--- src/rtl/arith_itofp_pipe_if.sv ---
`default_nettype none
// ============================================================================
// Module   : arith_itofp_pipe_if
// Brief    : Operand/result handshake bundle for the integer-to-float pipeline
// Revision : 1.0
// ============================================================================
interface arith_itofp_pipe_if #(
    parameter int IN_WIDTH  = 32,
    parameter int OUT_WIDTH = 32
);
    logic                 in_valid;
    logic                 in_ready;
    logic [IN_WIDTH-1:0]  in_data;
    logic                 out_valid;
    logic                 out_ready;
    logic [OUT_WIDTH-1:0] out_data;
    logic                 out_inexact;
    logic                 out_overflow;

    modport master (
        output in_valid, in_data, out_ready,
        input  in_ready, out_valid, out_data, out_inexact, out_overflow
    );

    modport slave (
        input  in_valid, in_data, out_ready,
        output in_ready, out_valid, out_data, out_inexact, out_overflow
    );
endinterface
`default_nettype wire

--- src/rtl/arith_itofp_pipe.sv ---
`default_nettype none
// ============================================================================
// Module   : arith_itofp_pipe
// Brief    : 3-stage integer-to-IEEE-float converter, RNE, valid/ready stalls
// Revision : 1.0
// ============================================================================
module arith_itofp_pipe #(
    parameter int IN_WIDTH  = 32,
    parameter int EXP_WIDTH = 8,
    parameter int MAN_WIDTH = 23,
    parameter bit SIGNED    = 1'b0
) (
    input wire                clk,
    input wire                rst_n,
    arith_itofp_pipe_if.slave bus
);
    localparam int OUT_WIDTH = 1 + EXP_WIDTH + MAN_WIDTH;
    localparam int C_PW      = $clog2(IN_WIDTH);
    localparam int C_XW      = EXP_WIDTH + C_PW + 1;
    localparam int C_EW      = IN_WIDTH + MAN_WIDTH + 1;

    localparam logic [C_XW-1:0]     C_ONE     = 1;
    localparam logic [C_XW-1:0]     C_BIAS    = (C_ONE << (EXP_WIDTH - 1)) - C_ONE;
    localparam logic [C_XW-1:0]     C_EXP_MAX = (C_ONE << EXP_WIDTH) - C_ONE;
    localparam logic [IN_WIDTH-1:0] C_MAG_ONE = 1;
    localparam logic [C_PW-1:0]     C_TOP_POS = C_PW'(IN_WIDTH - 1);

    logic s1_load, s2_load, s3_load;

    logic                 s1_valid_q, s1_valid_d;
    logic                 s1_sign_q,  s1_sign_d;
    logic [IN_WIDTH-1:0]  s1_mag_q,   s1_mag_d;

    logic                 s2_valid_q, s2_valid_d;
    logic                 s2_sign_q,  s2_sign_d;
    logic                 s2_zero_q,  s2_zero_d;
    logic [C_PW-1:0]      s2_pos_q,   s2_pos_d;
    logic [IN_WIDTH-2:0]  s2_frac_q,  s2_frac_d;

    logic                 out_valid_q,    out_valid_d;
    logic [OUT_WIDTH-1:0] out_data_q,     out_data_d;
    logic                 out_inexact_q,  out_inexact_d;
    logic                 out_overflow_q, out_overflow_d;

    logic [C_PW-1:0]      lead_pos;
    logic [C_PW-1:0]      shamt;
    logic [IN_WIDTH-1:0]  norm;
    logic [C_EW-1:0]      ext;
    logic [MAN_WIDTH-1:0] frac;
    logic                 guard_bit, round_bit, sticky_bit, round_up;
    logic [MAN_WIDTH:0]   frac_rnd;
    logic [C_XW-1:0]      exp_full;
    logic                 ovf;

    // Each stage loads when empty or when its content leaves this cycle.
    assign s3_load      = !out_valid_q || bus.out_ready;
    assign s2_load      = !s2_valid_q  || s3_load;
    assign s1_load      = !s1_valid_q  || s2_load;
    assign bus.in_ready = s1_load;

    always_comb begin
        s1_valid_d = s1_valid_q;
        s1_sign_d  = s1_sign_q;
        s1_mag_d   = s1_mag_q;
        if (s1_load) begin
            s1_valid_d = bus.in_valid;
            if (bus.in_valid) begin
                s1_sign_d = SIGNED && bus.in_data[IN_WIDTH-1];
                s1_mag_d  = s1_sign_d ? (~bus.in_data + C_MAG_ONE) : bus.in_data;
            end
        end
    end

    always_comb begin
        lead_pos = '0;
        for (int i = 0; i < IN_WIDTH; i++) begin
            if (s1_mag_q[i]) begin
                lead_pos = C_PW'(i);
            end
        end
        shamt = C_TOP_POS - lead_pos;
        norm  = s1_mag_q << shamt;

        s2_valid_d = s2_valid_q;
        s2_sign_d  = s2_sign_q;
        s2_zero_d  = s2_zero_q;
        s2_pos_d   = s2_pos_q;
        s2_frac_d  = s2_frac_q;
        if (s2_load) begin
            s2_valid_d = s1_valid_q;
            if (s1_valid_q) begin
                s2_sign_d = s1_sign_q;
                // A normalised nonzero magnitude always has its MSB set.
                s2_zero_d = !norm[IN_WIDTH-1];
                s2_pos_d  = lead_pos;
                s2_frac_d = norm[IN_WIDTH-2:0];
            end
        end
    end

    always_comb begin
        ext        = {s2_frac_q, {(MAN_WIDTH + 2){1'b0}}};
        frac       = ext[C_EW-1 -: MAN_WIDTH];
        guard_bit  = ext[IN_WIDTH];
        round_bit  = ext[IN_WIDTH-1];
        sticky_bit = |ext[IN_WIDTH-2:0];
        round_up   = guard_bit && (round_bit || sticky_bit || frac[0]);
        frac_rnd   = {1'b0, frac} + {{MAN_WIDTH{1'b0}}, round_up};
        exp_full   = C_BIAS + {{(C_XW - C_PW){1'b0}}, s2_pos_q}
                            + {{(C_XW - 1){1'b0}}, frac_rnd[MAN_WIDTH]};
        ovf        = exp_full >= C_EXP_MAX;

        out_valid_d    = out_valid_q;
        out_data_d     = out_data_q;
        out_inexact_d  = out_inexact_q;
        out_overflow_d = out_overflow_q;
        if (s3_load) begin
            out_valid_d = s2_valid_q;
            if (s2_valid_q) begin
                if (s2_zero_q) begin
                    out_data_d     = '0;
                    out_inexact_d  = 1'b0;
                    out_overflow_d = 1'b0;
                end else if (ovf) begin
                    out_data_d     = {s2_sign_q, {EXP_WIDTH{1'b1}}, {MAN_WIDTH{1'b0}}};
                    out_inexact_d  = 1'b1;
                    out_overflow_d = 1'b1;
                end else begin
                    out_data_d     = {s2_sign_q, exp_full[EXP_WIDTH-1:0], frac_rnd[MAN_WIDTH-1:0]};
                    out_inexact_d  = guard_bit || round_bit || sticky_bit;
                    out_overflow_d = 1'b0;
                end
            end
        end
    end

    always_ff @(posedge clk or negedge rst_n) begin
        if (!rst_n) begin
            s1_valid_q     <= 1'b0;
            s1_sign_q      <= 1'b0;
            s1_mag_q       <= '0;
            s2_valid_q     <= 1'b0;
            s2_sign_q      <= 1'b0;
            s2_zero_q      <= 1'b0;
            s2_pos_q       <= '0;
            s2_frac_q      <= '0;
            out_valid_q    <= 1'b0;
            out_data_q     <= '0;
            out_inexact_q  <= 1'b0;
            out_overflow_q <= 1'b0;
        end else begin
            s1_valid_q     <= s1_valid_d;
            s1_sign_q      <= s1_sign_d;
            s1_mag_q       <= s1_mag_d;
            s2_valid_q     <= s2_valid_d;
            s2_sign_q      <= s2_sign_d;
            s2_zero_q      <= s2_zero_d;
            s2_pos_q       <= s2_pos_d;
            s2_frac_q      <= s2_frac_d;
            out_valid_q    <= out_valid_d;
            out_data_q     <= out_data_d;
            out_inexact_q  <= out_inexact_d;
            out_overflow_q <= out_overflow_d;
        end
    end

    assign bus.out_valid    = out_valid_q;
    assign bus.out_data     = out_data_q;
    assign bus.out_inexact  = out_inexact_q;
    assign bus.out_overflow = out_overflow_q;
endmodule
`default_nettype wire

--- src/flat_wrapper.sv ---
// flat-port wrapper written by rule: the top's interface ports become plain ports
module arith_itofp_pipe_flat 
#(
    parameter int IN_WIDTH  = 32,
    parameter int EXP_WIDTH = 8,
    parameter int MAN_WIDTH = 23,
    parameter bit SIGNED    = 1'b0
)
  (clk, rst_n, bus_in_valid, bus_in_data, bus_out_ready, bus_in_ready, bus_out_valid, bus_out_data, bus_out_inexact, bus_out_overflow);
  arith_itofp_pipe_if #(.IN_WIDTH(IN_WIDTH), .OUT_WIDTH(32)) bus_i ();
  input wire clk;
  input wire rst_n;
  input wire logic [$bits(bus_i.in_valid)-1:0] bus_in_valid;
  input wire logic [$bits(bus_i.in_data)-1:0] bus_in_data;
  input wire logic [$bits(bus_i.out_ready)-1:0] bus_out_ready;
  output wire logic [$bits(bus_i.in_ready)-1:0] bus_in_ready;
  output wire logic [$bits(bus_i.out_valid)-1:0] bus_out_valid;
  output wire logic [$bits(bus_i.out_data)-1:0] bus_out_data;
  output wire logic [$bits(bus_i.out_inexact)-1:0] bus_out_inexact;
  output wire logic [$bits(bus_i.out_overflow)-1:0] bus_out_overflow;
  assign bus_i.in_valid = bus_in_valid;
  assign bus_i.in_data = bus_in_data;
  assign bus_i.out_ready = bus_out_ready;
  assign bus_in_ready = bus_i.in_ready;
  assign bus_out_valid = bus_i.out_valid;
  assign bus_out_data = bus_i.out_data;
  assign bus_out_inexact = bus_i.out_inexact;
  assign bus_out_overflow = bus_i.out_overflow;
  arith_itofp_pipe #(.IN_WIDTH(IN_WIDTH), .EXP_WIDTH(EXP_WIDTH), .MAN_WIDTH(MAN_WIDTH), .SIGNED(SIGNED)) u_core (.clk(clk), .rst_n(rst_n), .bus(bus_i));
endmodule
--- config.mk ---
export PLATFORM = sky130hd
export DESIGN_NAME = arith_itofp_pipe_flat
export DESIGN_NICKNAME = d
export VERILOG_FILES = /design/src/rtl/arith_itofp_pipe_if.sv /design/src/rtl/arith_itofp_pipe.sv /design/src/flat_wrapper.sv
export SDC_FILE = /design/constraint.sdc
export NUM_CORES = 1
export LEC_CHECK = 0
export CAP_MARGIN = 20
export CELL_PAD_IN_SITES_DETAIL_PLACEMENT = 0
export CELL_PAD_IN_SITES_GLOBAL_PLACEMENT = 1
export CORE_MARGIN = 5
export CORE_UTILIZATION = 48
export DETAILED_ROUTE_END_ITERATION = 7
export PLACE_DENSITY_LB_ADDON = 0.1
export RECOVER_POWER = 25
export SYNTH_ARGS = -nofsm -noshare
export SYNTH_HDL_FRONTEND = slang
export SYNTH_SLANG_ARGS = --single-unit
--- constraint.sdc ---
create_clock -name clk -period 6.81 [get_ports clk]
set_input_delay 0.681 -clock clk [delete_from_list [all_inputs] [get_ports clk]]
set_output_delay 0.681 -clock clk [all_outputs]
set_load 0.01 [all_outputs]
==> results.cfg <==
[critical_path]
crit_fanout = 62
required_ns = 6.99
worstSetupStartpointType = input pin
path_class = in2async
worstSetupEndpointType = async pin
crit_chain = clkbuf_1 -> clkbuf_2
startpoint = rst_n
r2r-start = u_core.s1_mag_q[23]
slowest_stage = clkbuf_1
cp_top_family = buffers and inverters
crit_arrival_ns = 3.86
cpPeakStageDelay_ns = 1.73
cp.buffers_inverters = 2

[cts]
cts-buffers-inserted = 9
postCtsHoldBufs = 0
post_cts_resized = 0
root_buffer = clkbuf_16
postCtsSetupRepairBufs = 0
clk_latency_ns = 0.36
htreeDepth = 3
clk_pin_slew_ns = 0.07
clockBufferDepth = 2
cts_tree = built
cts_sinks = 105

[synth]
yosysUniqueCellTypes = 76
yosysTopAreaCellShare = 0.403
synth_area_um2 = 6520
syn_nets = 728
ys.flop_type = dfrtp_1
ys_ff_latch = 105
synth_largest_area_cell = dfrtp_1
yosysWarnings = 0
avgSynthCellArea_um2 = 9.47
async_flop_share = 1.00
syn_inst = 688
yosysSeqAreaShare = 0.403
synth_area_leaders = dfrtp_1 (40%), mux2i_1 (8.6%), mux2_2 (7.6%)
synth_edf_count = 0

[outcome]
status = finished with violations
violations = capacitance limit, slew limit

[sta]
slew_headroom = -0.655
setup_viol = 0
fmax_mhz = 272
worstMarginPinSlew_ns = 2.48
finalMaxSlewViolations = 149
fin_ws_ns = 3.13
finalCriticalPeriod_ns = 3.68
rsz0062_at_grt = false
fin_crit_sh = 0.540
fin_setup_tns_ns = 0
hold_viol_final = 0
finClkSkew_ns = 0.00990

[floorplan]
die_y_um = 127
ios = 72
core_area_um2 = 13300
initial_core_util = 0.490
die_w_um = 127
rows = 42
dieArea_um2 = 16000

[pwr]
p_leak_uw = 0.00305
power_per_cell_area_nw_per_um2 = 320
ir_worst_vdd_v = 0.000124

[final_layout]
layout_common_cells = dfrtp_1 (105), nand2_1 (85), clkdlybuf4s50_1 (68)
drive_gt1_frac = 0.115
fin_nets = 776
fill_cells = 1188
multi_input_area_um2 = 3640
final_common_cell = dfrtp_1
antenna_cells = 0
seq_area_um2 = 2630
area_growth_pct = 16.4

[grt]
globalRoute.totalOverflow = 0
grt_pass1_vias = 5279
grt.met3_usage = 0.0311
track_usage = 0.227
grt_start_max_net_pins = 63
use_met2 = 0.365
busiest_layer = met2
met1_usage = 0.314
antenna_found_initial = 0
grt_pass1_wl_um = 29300

[min_path]
worstHoldPathType = reg2reg
worstHoldStart = u_core.bus.out_data[3]

[route]
drt_iter0_drc = 426
drc = 0
drt_pre_antenna_iters = 5
route.vias.total = 5440
wl_per_cell_um = 19.3
wl_um = 17700
via_per_inst = 5.93
antenna_left = 0

[place]
port_buffers = 70
gp_congestion = 0.928
dpl_worst_slack_ns = 3.49
hpwl_um = 13200

[job]
maxCapViolations = 3
[worst paths after layout]
check                                     endpoint  slack (ns)  depth (start not counted)
hold reg to reg             u_core.bus.out_data[3]        0.48                          2
setup / recovery                u_core.s1_mag_q[2]        3.13                          2
min in group asynchronous  u_core.bus.out_data[25]        1.08                          1
hold / removal              u_core.bus.out_data[3]        0.48                          2
setup reg to reg              u_core.s2_frac_q[30]        3.39                          9
max in group clk              u_core.s2_frac_q[30]        3.39                          9
[kinds of logic after synthesis]
kind of cell,Yosys count,synth area share
adders and majority gates,4,0.00768
and+or+nand+nor,225,0.162
xor gates and xnor gates,27,0.0363
AOI/OAI and AO/OA,171,0.182
muxes,103,0.169
buffers and inverters,52,0.0388
DFF,105,0.403
other,1,0.000575
[state kept, by name, summed over array words and instances, names as in the netlist]
| register | count |
|---|---|
| u_core.s1_valid_q | 1 |
| u_core.bus.out_valid | 1 |
| u_core.s2_valid_q | 1 |
| u_core.s1_mag_q | 32 |
| u_core.s2_zero_q | 1 |
| u_core.bus.out_inexact | 1 |
| u_core.bus.out_overflow | 1 |
| u_core.s2_pos_q | 5 |
| u_core.bus.out_data | 31 |
| u_core.s2_frac_q | 31 |
[per-stage QoR]
| stage | hold slack [ns] | utilization | instances | total power [uW] | cell area [um2] |
|---|---|---|---|---|---|
| 3_3_place_gp | 0.456 | 0.548 | 901 | 1880 | 7290 |
| 6_report | 0.478 | 0.571 | 917 | 2430 | 7590 |
| 2_1_floorplan | 0.385 | - | 688 | 1530 | 6520 |
| 5_1_grt | 0.501 | 0.571 | 917 | 2580 | 7590 |
| 4_1_cts | 0.341 | 0.572 | 917 | 2440 | 7600 |
| 3_5_place_dp | 0.465 | 0.548 | 901 | 1890 | 7290 |
[synth_stat cells, types with 4 or more instances]
cell / n
o211ai_1: 9
mux2_2: 44
nor3_1: 11
a22o_1: 5
xnor2_1: 12
nand2_1: 85
clkbuf_1: 21
buf_2: 9
o21bai_1: 4
or3_1: 4
o21a_1: 4
nor2_1: 46
buf_1: 4
and2_1: 6
o22ai_1: 9
a31oi_1: 4
or4_1: 4
nand2b_1: 9
nor2b_1: 10
nand3_1: 25
o21ai_0: 50
mux2i_1: 56
nor4_1: 7
and3_1: 8
o21ai_1: 9
a221o_1: 4
dfrtp_1: 105
xor2_1: 15
buf_4: 6
a211oi_1: 7
ha_1: 4
o31ai_1: 7
inv_1: 10
a21o_1: 5
a21oi_1: 16
[routing by layer]
metal / vias up / wire length (um)
met1: 2645 / 8100
met5: - / 0
met4: 0 / 466
met2: 145 / 8410
met3: 28 / 755
li1: 2622 / -
[power by group]
group / switching (uW) / internal (uW) / total, uW
logic: 471 / 435 / 906
registers: 181 / 794 / 975
clock network: 253 / 293 / 546
[layout make-up]
class	instances	area share
inverter	10	0.00495
timing repair buffer	79	0.0996
clock buffer	9	0.0297
clock inverter	7	0.0109
multi-input combinational	531	0.480
sequential	105	0.346
tap	176	0.0290
Power figures use the tool's default switching activity.
